--- src/rtl/psum_pkg.sv ---
// Shared types and arithmetic helpers for the partial-sum drain/accumulate stage.
package psum_pkg;

    typedef enum logic [1:0] {
        IDLE  = 2'd0,
        ACCUM = 2'd1,
        FINAL = 2'd2,
        FLUSH = 2'd3
    } state_t;

    // Wide working width for saturation; accumulators must stay narrower than this.
    localparam int SAT_W = 64;

    function automatic int acc_width(input int i_w, input int f_w, input int guard);
        return i_w + f_w + guard;
    endfunction

    function automatic logic signed [SAT_W-1:0] sat(input logic signed [SAT_W-1:0] v,
                                                    input int w);
        logic signed [SAT_W-1:0] hi;
        logic signed [SAT_W-1:0] lo;
        hi = (64'sd1 <<< (w - 1)) - 64'sd1;
        lo = -hi - 64'sd1;
        if (v > hi) begin
            return hi;
        end
        if (v < lo) begin
            return lo;
        end
        return v;
    endfunction

endpackage

--- src/rtl/sync_fifo.sv ---
// First-word-fall-through FIFO with registered storage; DEPTH must be a power of 2 (>= 2).
module sync_fifo #(
    parameter int WIDTH = 8,
    parameter int DEPTH = 4
) (
    input  logic             clk_i,
    input  logic             rst_i,
    input  logic             push_i,
    input  logic [WIDTH-1:0] push_data_i,
    input  logic             pop_i,
    output logic [WIDTH-1:0] pop_data_o,
    output logic             full_o,
    output logic             empty_o
);
    localparam int AW = $clog2(DEPTH);

    logic [WIDTH-1:0] mem_q [DEPTH];
    logic [AW:0]      wr_ptr_q, wr_ptr_d;
    logic [AW:0]      rd_ptr_q, rd_ptr_d;
    logic             do_push, do_pop;

    // Extra pointer bit distinguishes full from empty when the indices match.
    assign full_o     = (wr_ptr_q[AW] != rd_ptr_q[AW]) && (wr_ptr_q[AW-1:0] == rd_ptr_q[AW-1:0]);
    assign empty_o    = (wr_ptr_q == rd_ptr_q);
    assign pop_data_o = mem_q[rd_ptr_q[AW-1:0]];

    always_comb begin
        do_push  = push_i && !full_o;
        do_pop   = pop_i && !empty_o;
        wr_ptr_d = wr_ptr_q + {{AW{1'b0}}, do_push};
        rd_ptr_d = rd_ptr_q + {{AW{1'b0}}, do_pop};
    end

    always_ff @(posedge clk_i or posedge rst_i) begin
        if (rst_i) begin
            wr_ptr_q <= '0;
            rd_ptr_q <= '0;
        end else begin
            wr_ptr_q <= wr_ptr_d;
            rd_ptr_q <= rd_ptr_d;
        end
    end

    always_ff @(posedge clk_i) begin
        if (do_push) begin
            mem_q[wr_ptr_q[AW-1:0]] <= push_data_i;
        end
    end

endmodule

--- src/rtl/psum_drain_accum.sv ---
// Accumulates array-edge partial sums over several channel passes and streams
// the saturated final pass out through a small FIFO.
module psum_drain_accum
    import psum_pkg::*;
#(
    parameter int I_WIDTH    = 8,
    parameter int F_WIDTH    = 8,
    parameter int GUARD      = 4,
    parameter int DEPTH      = 16,
    parameter int FIFO_DEPTH = 4,
    parameter int LEN_WIDTH  = $clog2(DEPTH + 1),
    parameter int PASS_WIDTH = 8,
    localparam int P_W       = I_WIDTH + F_WIDTH,
    localparam int ACC_W     = acc_width(I_WIDTH, F_WIDTH, GUARD)
) (
    input  logic                  clk_i,
    input  logic                  rst_i,
    input  logic                  start_i,
    input  logic [LEN_WIDTH-1:0]  pass_len_i,
    input  logic [PASS_WIDTH-1:0] num_pass_i,
    input  logic [P_W-1:0]        psum_i,
    input  logic                  psum_valid_i,
    output logic                  psum_ready_o,
    output logic [ACC_W-1:0]      out_data_o,
    output logic                  out_valid_o,
    input  logic                  out_ready_i,
    output logic                  busy_o,
    output logic                  done_o,
    output logic                  overflow_o
);
    localparam int IDX_W = (DEPTH > 1) ? $clog2(DEPTH) : 1;

    state_t                  state_q, state_d;
    logic [LEN_WIDTH-1:0]    idx_q, idx_d, len_q, len_d;
    logic [PASS_WIDTH-1:0]   pass_cnt_q, pass_cnt_d, npass_q, npass_d;
    logic                    done_q, done_d, ovf_q, ovf_d;

    logic signed [ACC_W-1:0] acc_buf [DEPTH];
    logic signed [ACC_W-1:0] psum_ext, buf_rd, acc_sat, buf_wdata, push_data;
    logic signed [SAT_W-1:0] sum_wide, sum_sat;
    logic                    beat, last_idx, sat_hit, buf_we;
    logic                    fifo_push, fifo_pop, fifo_full, fifo_empty;
    logic [ACC_W-1:0]        fifo_dout;

    // Ready depends only on registered state, so a pop never feeds straight into ready.
    assign psum_ready_o = (state_q == ACCUM) || ((state_q == FINAL) && !fifo_full);
    assign out_valid_o  = !fifo_empty;
    assign out_data_o   = fifo_empty ? '0 : fifo_dout;
    assign fifo_pop     = out_valid_o && out_ready_i;
    assign busy_o       = (state_q != IDLE);
    assign done_o       = done_q;
    assign overflow_o   = ovf_q;

    always_comb begin
        psum_ext   = ACC_W'($signed(psum_i));
        buf_rd     = acc_buf[idx_q[IDX_W-1:0]];
        sum_wide   = SAT_W'(buf_rd) + SAT_W'(psum_ext);
        sum_sat    = sat(sum_wide, ACC_W);
        acc_sat    = ACC_W'(sum_sat);
        sat_hit    = (sum_sat != sum_wide);
        beat       = psum_valid_i && psum_ready_o;
        last_idx   = (idx_q == len_q - LEN_WIDTH'(1));

        state_d    = state_q;
        idx_d      = idx_q;
        len_d      = len_q;
        pass_cnt_d = pass_cnt_q;
        npass_d    = npass_q;
        done_d     = 1'b0;
        ovf_d      = ovf_q;
        buf_we     = 1'b0;
        buf_wdata  = acc_sat;
        fifo_push  = 1'b0;
        push_data  = acc_sat;

        case (state_q)
            IDLE: begin
                if (start_i) begin
                    len_d      = pass_len_i;
                    npass_d    = num_pass_i;
                    idx_d      = '0;
                    pass_cnt_d = '0;
                    ovf_d      = 1'b0;
                    if ((pass_len_i == '0) || (num_pass_i == '0)) begin
                        done_d = 1'b1;
                    end else if (num_pass_i == PASS_WIDTH'(1)) begin
                        state_d = FINAL;
                    end else begin
                        state_d = ACCUM;
                    end
                end
            end
            ACCUM: begin
                if (beat) begin
                    buf_we = 1'b1;
                    if (pass_cnt_q == '0) begin
                        buf_wdata = psum_ext;
                    end else begin
                        ovf_d = ovf_q | sat_hit;
                    end
                    if (last_idx) begin
                        idx_d      = '0;
                        pass_cnt_d = pass_cnt_q + PASS_WIDTH'(1);
                        if (pass_cnt_q == npass_q - PASS_WIDTH'(2)) begin
                            state_d = FINAL;
                        end
                    end else begin
                        idx_d = idx_q + LEN_WIDTH'(1);
                    end
                end
            end
            FINAL: begin
                if (beat) begin
                    fifo_push = 1'b1;
                    if (npass_q == PASS_WIDTH'(1)) begin
                        push_data = psum_ext;
                    end else begin
                        ovf_d = ovf_q | sat_hit;
                    end
                    if (last_idx) begin
                        idx_d      = '0;
                        pass_cnt_d = pass_cnt_q + PASS_WIDTH'(1);
                        state_d    = FLUSH;
                    end else begin
                        idx_d = idx_q + LEN_WIDTH'(1);
                    end
                end
            end
            FLUSH: begin
                if (fifo_empty) begin
                    done_d  = 1'b1;
                    state_d = IDLE;
                end
            end
            default: state_d = IDLE;
        endcase
    end

    always_ff @(posedge clk_i or posedge rst_i) begin
        if (rst_i) begin
            state_q    <= IDLE;
            idx_q      <= '0;
            len_q      <= '0;
            pass_cnt_q <= '0;
            npass_q    <= '0;
            done_q     <= 1'b0;
            ovf_q      <= 1'b0;
        end else begin
            state_q    <= state_d;
            idx_q      <= idx_d;
            len_q      <= len_d;
            pass_cnt_q <= pass_cnt_d;
            npass_q    <= npass_d;
            done_q     <= done_d;
            ovf_q      <= ovf_d;
        end
    end

    // Pass 0 always overwrites, so the buffer needs no reset.
    always_ff @(posedge clk_i) begin
        if (buf_we) begin
            acc_buf[idx_q[IDX_W-1:0]] <= buf_wdata;
        end
    end

    sync_fifo #(
        .WIDTH (ACC_W),
        .DEPTH (FIFO_DEPTH)
    ) u_out_fifo (
        .clk_i       (clk_i),
        .rst_i       (rst_i),
        .push_i      (fifo_push),
        .push_data_i (push_data),
        .pop_i       (fifo_pop),
        .pop_data_o  (fifo_dout),
        .full_o      (fifo_full),
        .empty_o     (fifo_empty)
    );

endmodule

--- config.mk ---
export PLATFORM = sky130hd
export DESIGN_NAME = psum_drain_accum
export DESIGN_NICKNAME = d
export VERILOG_FILES = /design/src/rtl/psum_pkg.sv /design/src/rtl/sync_fifo.sv /design/src/rtl/psum_drain_accum.sv
export SDC_FILE = /design/constraint.sdc
export NUM_CORES = 1
export LEC_CHECK = 0
export CAP_MARGIN = 20
export CORE_ASPECT_RATIO = 1.5
export CORE_MARGIN = 3
export CORE_UTILIZATION = 40
export CTS_CLUSTER_DIAMETER = 50
export DETAILED_ROUTE_END_ITERATION = 10
export DONT_BUFFER_PORTS = 1
export GPL_ROUTABILITY_DRIVEN = 0
export GPL_TIMING_DRIVEN = 0
export MAX_ROUTING_LAYER = met4
export SLEW_MARGIN = 0
export SYNTH_ARGS = -nofsm -noshare
export SYNTH_HDL_FRONTEND = slang
export SYNTH_HIERARCHICAL = 1
export SYNTH_SLANG_ARGS = --single-unit
--- constraint.sdc ---
create_clock -name clk_i -period 5 [get_ports clk_i]
set_input_delay 1 -clock clk_i [delete_from_list [all_inputs] [get_ports clk_i]]
set_output_delay 1 -clock clk_i [all_outputs]
set_load 0.02 [all_outputs]
After elaboration in Yosys (flattened, before gate mapping)
Memory sizes are Yosys's and may differ from the RTL's.
Index checks and enable logic that the tools add are counted.
{"block": "classes", "add_sub_neg": 7, "order_cmp": 2, "n_reduce_logical": 23, "bitwise_logic": 1, "n_eq_ne": 23, "n_mux": 49}
{"op": "$mux 64", "n": 4}
{"op": "$mux 20", "n": 7}
{"op": "$ne 64x21->1", "n": 1}
{"op": "$mux 8", "n": 3}
{"op": "$add 20x16->21", "n": 1}
{"op": "$gt 21x20->1 const B", "n": 1}
{"op": "$lt 21x20->1 const B", "n": 1}
{"op": "$mux 1", "n": 18}
{"op": "$mux 2", "n": 9}
{"op": "$ne 2x2->1 const B", "n": 9}
{"op": "$eq 8x1->1 const B", "n": 2}
{"op": "$logic_not 8->1", "n": 2}
{"op": "$pmux 8 s2", "n": 1}
{"op": "$mux 5", "n": 3}
{"op": "$pmux 5 s2", "n": 1}
{"op": "$add 8x1->8 const B", "n": 1}
{"op": "$eq 8x8->1", "n": 1}
{"op": "$pmux 2 s4", "n": 1}
{"op": "$reduce_and 8->1", "n": 1}
{"op": "$sub 8x2->8 const B", "n": 1}
{"op": "$add 3x1->3", "n": 2}
{"op": "$logic_and 1x1->1", "n": 6}
{"op": "$ne 2x1->1 const B", "n": 3}
{"op": "$reduce_and 6->1", "n": 1}
{"op": "21 further kinds", "n": 25}
{"block": "word_totals", "mem_count": 2, "input_bits": 34, "out_inout_bits": 25, "ramBits": 400, "register_bits": 36, "wordCells": 116}
{"name": "acc_buf", "depth": 16, "word_bits": 20, "read_ports": 1, "rd_clocked_by_memory_dff": 0, "wr": 1, "line_no": "psum_drain_accum.sv:38", "rtl": "logic signed [ACC_W-1:0] acc_buf [DEPTH];"}
{"name": "u_out_fifo.mem_q", "depth": 4, "word_bits": 20, "read_ports": 1, "rd_clocked_by_memory_dff": 0, "wr": 1, "line_no": "sync_fifo.sv:17", "rtl": "logic [WIDTH-1:0] mem_q [DEPTH];"}

Logic depth before layout (Yosys ltp)
Gate-level depths: netlist of the first run.
An unclocked memory read counts as a cell.
{"block": "depth", "ltp_word": 12, "depth_mapped": 16, "mapped_depth_nobuf": 12}

Cells and area by module
The synthesis of the first run kept the hierarchy.
{"mod": "psum_drain_accum", "seq_area_each_um2": 10359.9, "area_each_um2": 15885.2, "n_inst": 1, "cells_each": 966}
{"mod": "sync_fifo", "seq_area_each_um2": 2552.4, "area_each_um2": 3238.1, "n_inst": 1, "cells_each": 135}

Least setup slack after synthesis of the first run
OpenSTA, ideal clock, no wires.
{"block": "synth_path", "path_type": "register -> register", "start": "reg idx_q[0]", "end": "mem acc_buf[0][18] (netlist bit) (data pin)", "n_path_buf": 3, "stages_incl_launch_ff": 16, "synth_period_minus_slack_ns": 5.151, "setup_time_ns": 0.348, "t_required_ns": 4.652, "arrival_ns": 4.803, "slack_ns": -0.151, "path_cell_list": "dfrtp_1 clkbuf_1 buf_1 buf_2 mux4_2 mux4_2 ha_1 inv_1 fa_1 nor2b_1 o31ai_1 a21oi_2 a211oi_2 o21a_1 nor3_1 a221oi_1"}
{"block": "synth_between", "elab_chain_cells": 10, "elab_cells_between_ends": 13, "classes_between": "1 x add/sub; 2 x order compare; 9 x mux; 1 x memory"}
{"item": "from (decl)", "line_no": "psum_drain_accum.sv:34", "rtl": "logic [LEN_WIDTH-1:0] idx_q, idx_d, len_q, len_d;"}
{"item": "from (signal assigned)", "line_no": "psum_drain_accum.sv:150", "rtl": "idx_q <= idx_d;"}
{"item": "$mem_v2 16x20 *"}
{"item": "$add 20x16->21 *", "line_no": "psum_drain_accum.sv:57", "rtl": "sum_wide = SAT_W'(buf_rd) + SAT_W'(psum_ext);"}
{"item": "$lt 21x20->1", "line_no": "psum_pkg.sv:27", "rtl": "if (v < lo) begin"}
{"item": "$mux 1 (2 in series)", "line_no": "psum_pkg.sv:27"}
{"item": "$mux 64", "line_no": "psum_pkg.sv:30", "rtl": "return v;"}
{"item": "$mux 64 *", "line_no": "psum_pkg.sv:27"}
{"item": "$mux 20", "line_no": "psum_drain_accum.sv:96", "rtl": "if (pass_cnt_q == '0) begin"}
{"item": "$mux 20", "line_no": "psum_drain_accum.sv:94", "rtl": "if (beat) begin"}
{"item": "$mux 20 *", "line_no": "psum_drain_accum.sv:76", "rtl": "case (state_q)"}
{"item": "via buf_wdata[18]", "line_no": "psum_drain_accum.sv:39", "rtl": "logic signed [ACC_W-1:0] psum_ext, buf_rd, acc_sat, buf_wdata, push_data;"}
{"item": "to (decl)", "line_no": "psum_drain_accum.sv:38"}
The timed path passes the listed nets; every way through them passes the cells marked *. The select of a mux whose other input is x is not followed.

Worst setup path in the final report of the first run
{"block": "layout_path", "start": "reg idx_q[0]", "end": "mem acc_buf[12][1] (netlist bit) (data pin)"}
The elaborated chain is that of the path after synthesis.

==> metrics.cfg, run 1 <==
[timing]
slew_viol_final = 0
rsz0062_at_grt = true
finalSetupTns_ns = 0
hold_violations = 0
timing.final.crit_share_pct = 97.8
max_slew.worst_pin.slew_ns = 1.08
fmax_mhz = 204
skew_ns = 0.0214
finalSetupViolCount = 0
fin_crit_ns = 4.89
slew_headroom_pct = 27.4

[clock_network]
cts_root_buf = clkbuf_16
clk_pin_slew_ns = 0.06
insertion_delay_ns = 0.56
clkSinkCount = 436
cts_made_buffers = 42
htreeDepth = 2
tritoncts = yes
cts_buffer_depth = 3
ctsHoldBuffers = 0

[yosys]
synth_cells = 1101
syn_area_per_cell_um2 = 17.4
synth_flop_cell = edfxtp_1
ys_async_sr_fraction_pct = 8.26
yosysSeqAreaShare_pct = 67.5
syn_nets = 1174
yosys_warnings = 6
synth_cell_types = 70
synth.most_common_cell = edfxtp_1
synth_edf_count = 400
synth_top_area_share_pct = 62.8
ys_ff_latch = 436
yosys-top-cells-count = edfxtp_1 (400), mux4_2 (119), nor2_1 (64)
yosys-top-cells-area = edfxtp_1 (63%), mux4_2 (14%), dfrtp_1 (4.7%)
synthesis.area_um2 = 19100
yosys.area.top_type = edfxtp_1

[setup_path]
crit_chain = buf_6, buf_6, mux4_2, mux4_2, ha_1, inv_1, fa_1, nor2b_1, o31ai_4, a21oi_4, a211oi_4, o31ai_4, buf_4, a211oi_1, o31ai_4, buf_12
cp_top_family = compound AO/OA/AOI/OAI gates
cp-start-kind = flip-flop
r2r_slack_ns = 0.11
crit_type = flip-flop to flip-flop
r2r-start = idx_q[0]
path_common_cell = o31ai_4
crit_arrival_ns = 5.19
required_ns = 5.30
slowest_stage = mux4_2
cpPeakStageDelay_ns = 0.54
crit_path_max_fanout = 16
r2r_cells = 16
r2r-end = acc_buf[12][1]
cp.buffers_inverters = 5
worstSetupEndpointType = flip-flop

[global_route]
grt_pass1_vias = 10892
grt_max_degree = 25
grt_overflow_total = 0
grt_pass1_wl_mm = 67.0
antenna_found_initial = 0
grt_usage_pct = 18.4

[flow_run]
cap_violations = 0

[die]
start_util_pct = 40.7
rows = 97
die_x_um = 185
die_area_um2 = 50500
die_h_um = 274
ioPinCount = 59
core_um2 = 47000

[finish]
drive_gt1_share_pct = 26.7
stdcell_count = 1807
design_area_um2 = 22100
fin_util_pct = 47.1
seqCellArea_um2 = 12900
multiInputGateArea_um2 = 6280
fillers = 3907
syn_to_final_growth_pct = 15.7
diodes = 0
fin_nets = 1255

[detailed_routing]
postRouteAntennaNets = 0
firstDrtPassIters = 7
wl_per_cell_um = 24.6
drt_wl_total_mm = 44.5
num_vias = 10304
vias_per_cell = 5.70
drc = 0
dr.first_iter.drc_count = 871

[placed_design]
hpwlAfterDp_mm = 30.6
place_area_um2 = 20300
placedCellCount = 1717
port_buffers = 0

[outcome]
outcome = complete, no violations

[min_path]
hp-class = input pin to async pin

## worst max-delay path by stage
| stage | from | end | slack (ns) | cells after the start |
|---|---|---|---|---|
| final | idx_q[0] | acc_buf[12][1] | 0.11 | 16 |
| after global routing | idx_q[0] | u_out_fifo/mem_q[0][1] | -0.05 | 15 |
| after CTS | idx_q[0] | acc_buf[0][8] | -0.009 | 16 |
| after detailed placement | idx_q[0] | acc_buf[9][5] | -1.71 | 15 |
| after global placement | idx_q[0] | acc_buf[14][15] | -2.18 | 14 |
| after floorplan | idx_q[0] | acc_buf[0][15] | -0.02 | 14 |
## placed cells by master, fill, tap and decap left out, types with 5 or more instances in the layout
cell type	count
a211oi_1	5
a211oi_2	5
a21o_1	7
a21oi_1	32
a31oi_1	12
a31oi_4	8
buf_12	8
buf_2	7
buf_4	20
buf_6	16
buf_8	6
clkbuf_1	24
clkbuf_16	42
clkbuf_4	7
clkinv_1	8
dfrtp_1	35
edfxtp_1	400
ha_1	38
inv_1	32
mux2_2	14
mux4_2	119
nand2_1	37
nand2b_1	5
nand3_1	29
nor2_1	52
nor2_4	11
nor2b_1	28
nor3_1	15
nor4_1	5
o21ai_0	22
o22ai_1	6
o31ai_4	6
xnor2_1	28
xor2_1	13
## registers in the layout, summed over array words and instances, names as in the netlist
signal,count
u_out_fifo/wr_ptr_q,3
idx_q,5
acc_buf,320
state_q,2
u_out_fifo/mem_q,80
pass_cnt_q,8
npass_q,8
len_q,5
done_o,1
u_out_fifo/rd_ptr_q,3
overflow_o,1
## final cells by class
cell class	instances	share of cell area [%]
Sequential cell	436	58.4
Multi-Input combinational cell	584	28.4
Clock buffer	51	4.90
Tap cell	594	3.36
Timing Repair Buffer	38	2.07
Buffer	48	1.45
Clock inverter	24	0.967
Inverter	32	0.543
## through the flow
stage               setup WS (ns)  hold slack (ns)
CTS                      -0.00878            0.230
floorplan                 -0.0154            0.460
finish                      0.108            0.243
detailed placement          -1.71            0.482
global route              -0.0499            0.246
global placement            -2.18            0.474
## cells by family (layout without fill, tap and decap cells)
kind of cell,Yosys count,count (layout),share of synthesized area [%]
flip-flops,436,436,67.5
AND/OR/NAND/NOR,220,220,5.80
AO/OA/AOI/OAI,148,148,5.26
multiplexers,136,136,15.1
buffers and inverters,81,193,1.87
XOR/XNOR,41,41,1.88
adder cells (fa/ha/maj),39,39,2.59
## what timing repair did
action / 4_1_cts / 5_1_grt
endpoints found under the setup margin: 401 / 344
buffers inserted: 15 / 1
gates resized for setup: 53 / 28
pin swaps: 11 / 1
## per-layer routing
layer	track usage, %	share of wire (%)	up-vias
met5	-	0	-
met4	8.20	4.5	0
met3	2.55	3.6	118
met2	33.3	56	223
met1	19.8	36	5367
li1	-	-	4596
Power of run 1 is left out: the tool's default activity adds up to more than one toggle a clock period on the data nets, which glitch-free logic cannot reach.
==> inputs of run 2 (changes only) <==
Settings changed: CORE_ASPECT_RATIO 1.5 to 1.25.
==> metrics.cfg, run 2 (synthesis results as in run 1) <==
[detailed_routing]
num_vias = 10522  ; +2.1%
vias_per_cell = 5.68  ; -0.47%
wl_per_cell_um = 24.8  ; +0.83%
drc = 0  ; unchanged
postRouteAntennaNets = 0  ; unchanged
dr.first_iter.drc_count = 807  ; -7.3%
firstDrtPassIters = 5  ; -2
drt_wl_total_mm = 46.0  ; +3.4%

[global_route]
grt_overflow_total = 0  ; unchanged
grt_max_degree = 21  ; -16%
grt_usage_pct = 18.8  ; +0.43 points
grt_pass1_wl_mm = 69.1  ; +3.0%
grt_pass1_vias = 10839  ; -0.49%
antenna_found_initial = 0  ; unchanged

[timing]
finalSetupTns_ns = 0  ; unchanged
fin_hold_ws_ns = 0.243  ; +0.000462 ns
hold_violations = 0  ; unchanged
skew_ns = 0.0192  ; -0.00221 ns
max_slew.worst_pin.slew_ns = 1.08  ; -0.0000567 ns
slew_headroom_pct = 27.7  ; +0.25 points
fmax_mhz = 203  ; -0.86%
slew_viol_final = 0  ; unchanged
timing.final.crit_share_pct = 98.7  ; +0.85 points
setup_ws_ns = 0.0657  ; -0.0426 ns
finalSetupViolCount = 0  ; unchanged
fin_crit_ns = 4.93  ; +0.0426 ns

[clock_network]
htreeDepth = 2  ; unchanged
insertion_delay_ns = 0.56  ; about the same
clk_pin_slew_ns = 0.06  ; about the same
cts_buffer_depth = 3  ; unchanged
cts_root_buf = clkbuf_16
clkSinkCount = 436  ; unchanged
cts_made_buffers = 42  ; unchanged
tritoncts = yes

[finish]
final_common_cell = edfxtp_1
mostFrequentLayoutCells = edfxtp_1 (400), mux4_2 (119), nor2_1 (52)
design_area_um2 = 22400  ; +1.1%
syn_to_final_growth_pct = 17.0
diodes = 0  ; unchanged
fin_nets = 1264  ; +0.72%
largest_reg_flops = 320  ; unchanged
drive_gt1_share_pct = 27.5  ; +0.82 points
fillers = 3914  ; +0.18%

[placed_design]
place_ws_ns = -1.67  ; +0.0451 ns
hpwlAfterDp_mm = 31.0  ; +1.2%
port_buffers = 0  ; unchanged
place_area_um2 = 20400  ; +0.38%

[setup_path]
crit_chain = buf_8, buf_6, mux4_2, mux4_2, ha_1, o21a_1, o31a_1, nand4_1, and3_1, buf_6, and2_4, buf_6, a21oi_4, buf_8, a31oi_4, buf_6
r2r-end = acc_buf[2][14]
r2r_cells = 16  ; unchanged
crit_type = flip-flop to flip-flop
cp.buffers_inverters = 6  ; +1
cp_top_family = buffers and inverters
r2r-start = idx_q[0]
slowest_stage = mux4_2
crit_arrival_ns = 5.23  ; +0.04 ns
cpPeakStageDelay_ns = 0.53  ; about the same
cp-start-kind = flip-flop
required_ns = 5.29  ; about the same
path_common_cell = buf_6
worstSetupEndpointType = flip-flop
r2r_slack_ns = 0.07  ; -0.04 ns
crit_path_max_fanout = 10  ; -6

[outcome]
outcome = complete, no violations

[die]
die_x_um = 202  ; +9.2%
ioPinCount = 59  ; unchanged
rows = 88  ; -9.3%
core_um2 = 46700  ; -0.60%
start_util_pct = 41.0  ; +0.25 points
die_area_um2 = 50500  ; about the same
die_h_um = 250  ; -8.5%

[flow_run]
cap_violations = 0  ; unchanged

[min_path]
hp-class = input pin to async pin

==> run 2: changes by cell type in the layout (fill, tap and decap cells not counted), sizes merged <==
cell      change
buf           +6
bufinv        +3
clkbuf        +5
clkinv        -2
clkinvlp      +1
inv           -2
==> run 2: layout make-up <==
class	count	area (um2)	share of cell area (%)
well taps	630	788	3.52
plain buffers	48	332	1.48
clock inverters	24	274	1.22
flip-flops and latches	436	12900	57.7
repair buffers	47	583	2.61
clock buffers	53	1090	4.88
inverters	32	120	0.537
multi-input cells	584	6280	28.1
==> run 2: stage by stage <==
| stage | cells | utilization (%) |
|---|---|---|
| 2_1_floorplan | 1101 | - |
| 3_3_place_gp | 1731 | 42.7 |
| 3_5_place_dp | 1755 | 43.7 |
| 4_1_cts | 1848 | 47.7 |
| 5_1_grt | 1854 | 47.9 |
| 6_report | 1854 | 47.9 |
==> run 2: worst register-to-register path, delay by kind of cell (launching register included) <==
family / cells / cell delay (ns)
flops: 1 / 0.46
mux: 2 / 1.06
simple gates: 3 / 0.62
compound gates: 4 / 0.97
buf+inv: 6 / 1.17
fa+ha+maj: 1 / 0.39
==> run 2: worst max path at each step <==
stage / start / to / slack (ns) / cells after the start
floorplan: idx_q[0] / acc_buf[0][15] / -0.02 / 14
finish: idx_q[0] / acc_buf[2][14] / 0.07 / 16
detailed placement: idx_q[0] / acc_buf[11][10] / -1.67 / 15
CTS: idx_q[0] / acc_buf[6][14] / 0.004 / 15
global route: idx_q[0] / acc_buf[5][7] / -0.03 / 16
global placement: idx_q[0] / acc_buf[10][15] / -1.93 / 14
==> run 2: per-layer routing <==
metal | vias up | global-route usage, % | share of wire (%)
met5 | - | - | 0
met4 | 0 | 6.28 | 3.5
met1 | 5517 | 22.2 | 38
met3 | 95 | 2.52 | 4.4
li1 | 4621 | - | -
met2 | 289 | 33.3 | 54
==> run 2: what timing repair did <==
action,4_1_cts,5_1_grt
hold buffers,0,0
buffers inserted,17,4
endpoints found under the setup margin,401,281
resized for setup,61,30
gates cloned,0,2
pin swaps,14,3
Power of run 2 is left out for the same reason.
==> inputs of run 3 (changes only) <==
Settings changed: CELL_PAD_IN_SITES_DETAIL_PLACEMENT set to 1, CELL_PAD_IN_SITES_GLOBAL_PLACEMENT set to 1, PLACE_DENSITY_LB_ADDON set to 0.1.
==> metrics.cfg, run 3 (synthesis results as in run 1) <==
[outcome]
outcome = complete, no violations

[placed_design]
port_buffers = 0  ; unchanged
place_ws_ns = -1.70  ; -0.0299 ns
place_area_um2 = 20500  ; +0.72%
hpwlAfterDp_mm = 34.0  ; +9.8%

[timing]
slew_headroom_pct = 22.3  ; -5.4 points
setup_ws_ns = 0.131  ; +0.0648 ns
finalSetupViolCount = 0  ; unchanged
slew_viol_final = 0  ; unchanged
rsz0062_at_grt = true
fmax_mhz = 205  ; +1.3%
skew_ns = 0.0354  ; +0.0162 ns
timing.final.crit_share_pct = 97.4  ; -1.3 points
max_slew.worst_pin.slew_ns = 1.17  ; +0.0813 ns
hold_violations = 0  ; unchanged
fin_crit_ns = 4.87  ; -0.0648 ns

[die]
rows = 88  ; unchanged
ioPinCount = 59  ; unchanged
die_x_um = 202  ; unchanged
die_h_um = 250  ; unchanged
core_um2 = 46700  ; unchanged
die_area_um2 = 50500  ; unchanged
start_util_pct = 41.0  ; unchanged

[finish]
final_common_cell = edfxtp_1
largest_reg_flops = 320  ; unchanged
syn_to_final_growth_pct = 19.5
diodes = 0  ; unchanged
fillers = 4404  ; +13%
design_area_um2 = 22800  ; +2.1%
mostFrequentLayoutCells = edfxtp_1 (400), mux4_2 (119), nor2_1 (52)
drive_gt1_share_pct = 29.4  ; +1.9 points
fin_nets = 1287  ; +1.8%

[global_route]
use_met1_pct = 26.1  ; +3.9 points
use_met2_pct = 35.5  ; +2.3 points
grt_pass1_vias = 11401  ; +5.2%
antenna_found_initial = 0  ; unchanged
grt_usage_pct = 20.7  ; +2.0 points
grt_max_degree = 21  ; unchanged
grt_busiest_layer = met2
grt_overflow_total = 0  ; unchanged
grt_pass1_wl_mm = 75.5  ; +9.3%
use_met3_pct = 2.74  ; +0.22 points

[clock_network]
insertion_delay_ns = 0.60  ; +0.04 ns
cts_buffer_depth = 3  ; unchanged
cts_made_buffers = 48  ; +14%
clkSinkCount = 436  ; unchanged
tritoncts = yes
htreeDepth = 2  ; unchanged
clk_pin_slew_ns = 0.06  ; about the same
cts_root_buf = clkbuf_16

[setup_path]
slowest_stage = mux4_2
crit_arrival_ns = 5.21  ; -0.02 ns
cpPeakStageDelay_ns = 0.54  ; about the same
required_ns = 5.34  ; +0.05 ns
crit_path_max_fanout = 10  ; unchanged
worstSetupEndpointType = flip-flop
crit_chain = buf_8, buf_8, mux4_2, mux4_2, ha_1, a21o_1, a211oi_2, a21oi_4, a211oi_4, buf_4, o211ai_1, clkbuf_4, nand3_1, a31oi_4, buf_2
r2r-start = idx_q[0]
cp-start-kind = flip-flop
crit_type = flip-flop to flip-flop
crit_path_start = idx_q[0]

[detailed_routing]
firstDrtPassIters = 5  ; unchanged
drc = 0  ; unchanged
drt_wl_total_mm = 50.7  ; +10%
num_vias = 10586  ; +0.61%
vias_per_cell = 5.62  ; -0.89%
dr.first_iter.drc_count = 750  ; -7.1%
wl_per_cell_um = 26.9  ; +8.5%
postRouteAntennaNets = 0  ; unchanged

[flow_run]
cap_violations = 0  ; unchanged

[min_path]
hp-class = input pin to async pin

[run 3: changes by cell type in the layout (fill, tap and decap cells not counted), sizes merged]
cell / previous run / this run
buf: 67 / 89
clkinv: 14 / 22
clkbuf: 81 / 74
bufinv: 5 / 7
inv: 36 / 38
clkinvlp: 1 / 2
[run 3: what timing repair did]
| item | CTS | global route |
|---|---|---|
| gates resized for setup | 61 | 51 |
| hold buffers | 0 | 0 |
| gates cloned | 1 | 2 |
| pin swaps | 13 | 4 |
| setup buffers | 17 | 8 |
| setup endpoints to repair | 401 | 357 |
[run 3: worst max-delay path, delay by kind of cell (launching register included)]
| family | cells | cell delay (ns) |
|---|---|---|
| buffers and inverters | 5 | 1.14 |
| AOI/OAI and AO/OA | 6 | 1.37 |
| adders and majority gates | 1 | 0.39 |
| DFF | 1 | 0.44 |
| muxes | 2 | 1.06 |
| and+or+nand+nor | 1 | 0.19 |
[run 3: path summary, 6_finish.rpt]
check / endpoint / slack, ns / cells after the start
worst max-delay path: acc_buf[13][10] / 0.13 / 15
worst min-delay path: u_out_fifo/rd_ptr_q[1] / 0.19 / 1
worst max register to register: acc_buf[13][10] / 0.13 / 15
worst min register to register: u_out_fifo/wr_ptr_q[2] / 0.49 / 1
max in group asynchronous: idx_q[0] / 4.05 / 2
min in group clk_i: u_out_fifo/wr_ptr_q[2] / 0.49 / 1
[run 3: area by class of cell]
cell class	count	area (um2)	area share (%)
plain buffers	48	368	1.61
clock buffers	51	1210	5.31
clock inverters	37	413	1.81
inverters	32	120	0.526
multi-input cells	584	6300	27.6
flip-flops and latches	436	12900	56.5
well taps	630	788	3.45
repair buffers	64	729	3.19
[run 3: stage by stage]
stage,util (%),TNS [ns],instances,hold slack (ns)
2_1_floorplan,-,-0.494,1101,0.460
3_3_place_gp,42.7,-643.62,1731,0.475
3_5_place_dp,44.0,-532.88,1767,0.480
4_1_cts,48.4,-0.123,1872,0.167
5_1_grt,48.9,-0.463,1882,0.194
6_report,48.9,0,1882,0.195
[run 3: layer usage]
| layer | wire, um | vias up | part of all wire, % |
|---|---|---|---|
| met1 | 20900 | 5625 | 41 |
| met5 | 0 | - | 0 |
| met4 | 1240 | 0 | 2.4 |
| met3 | 2160 | 86 | 4.3 |
| met2 | 26300 | 219 | 52 |
| li1 | - | 4656 | - |
Power of run 3 is left out for the same reason.
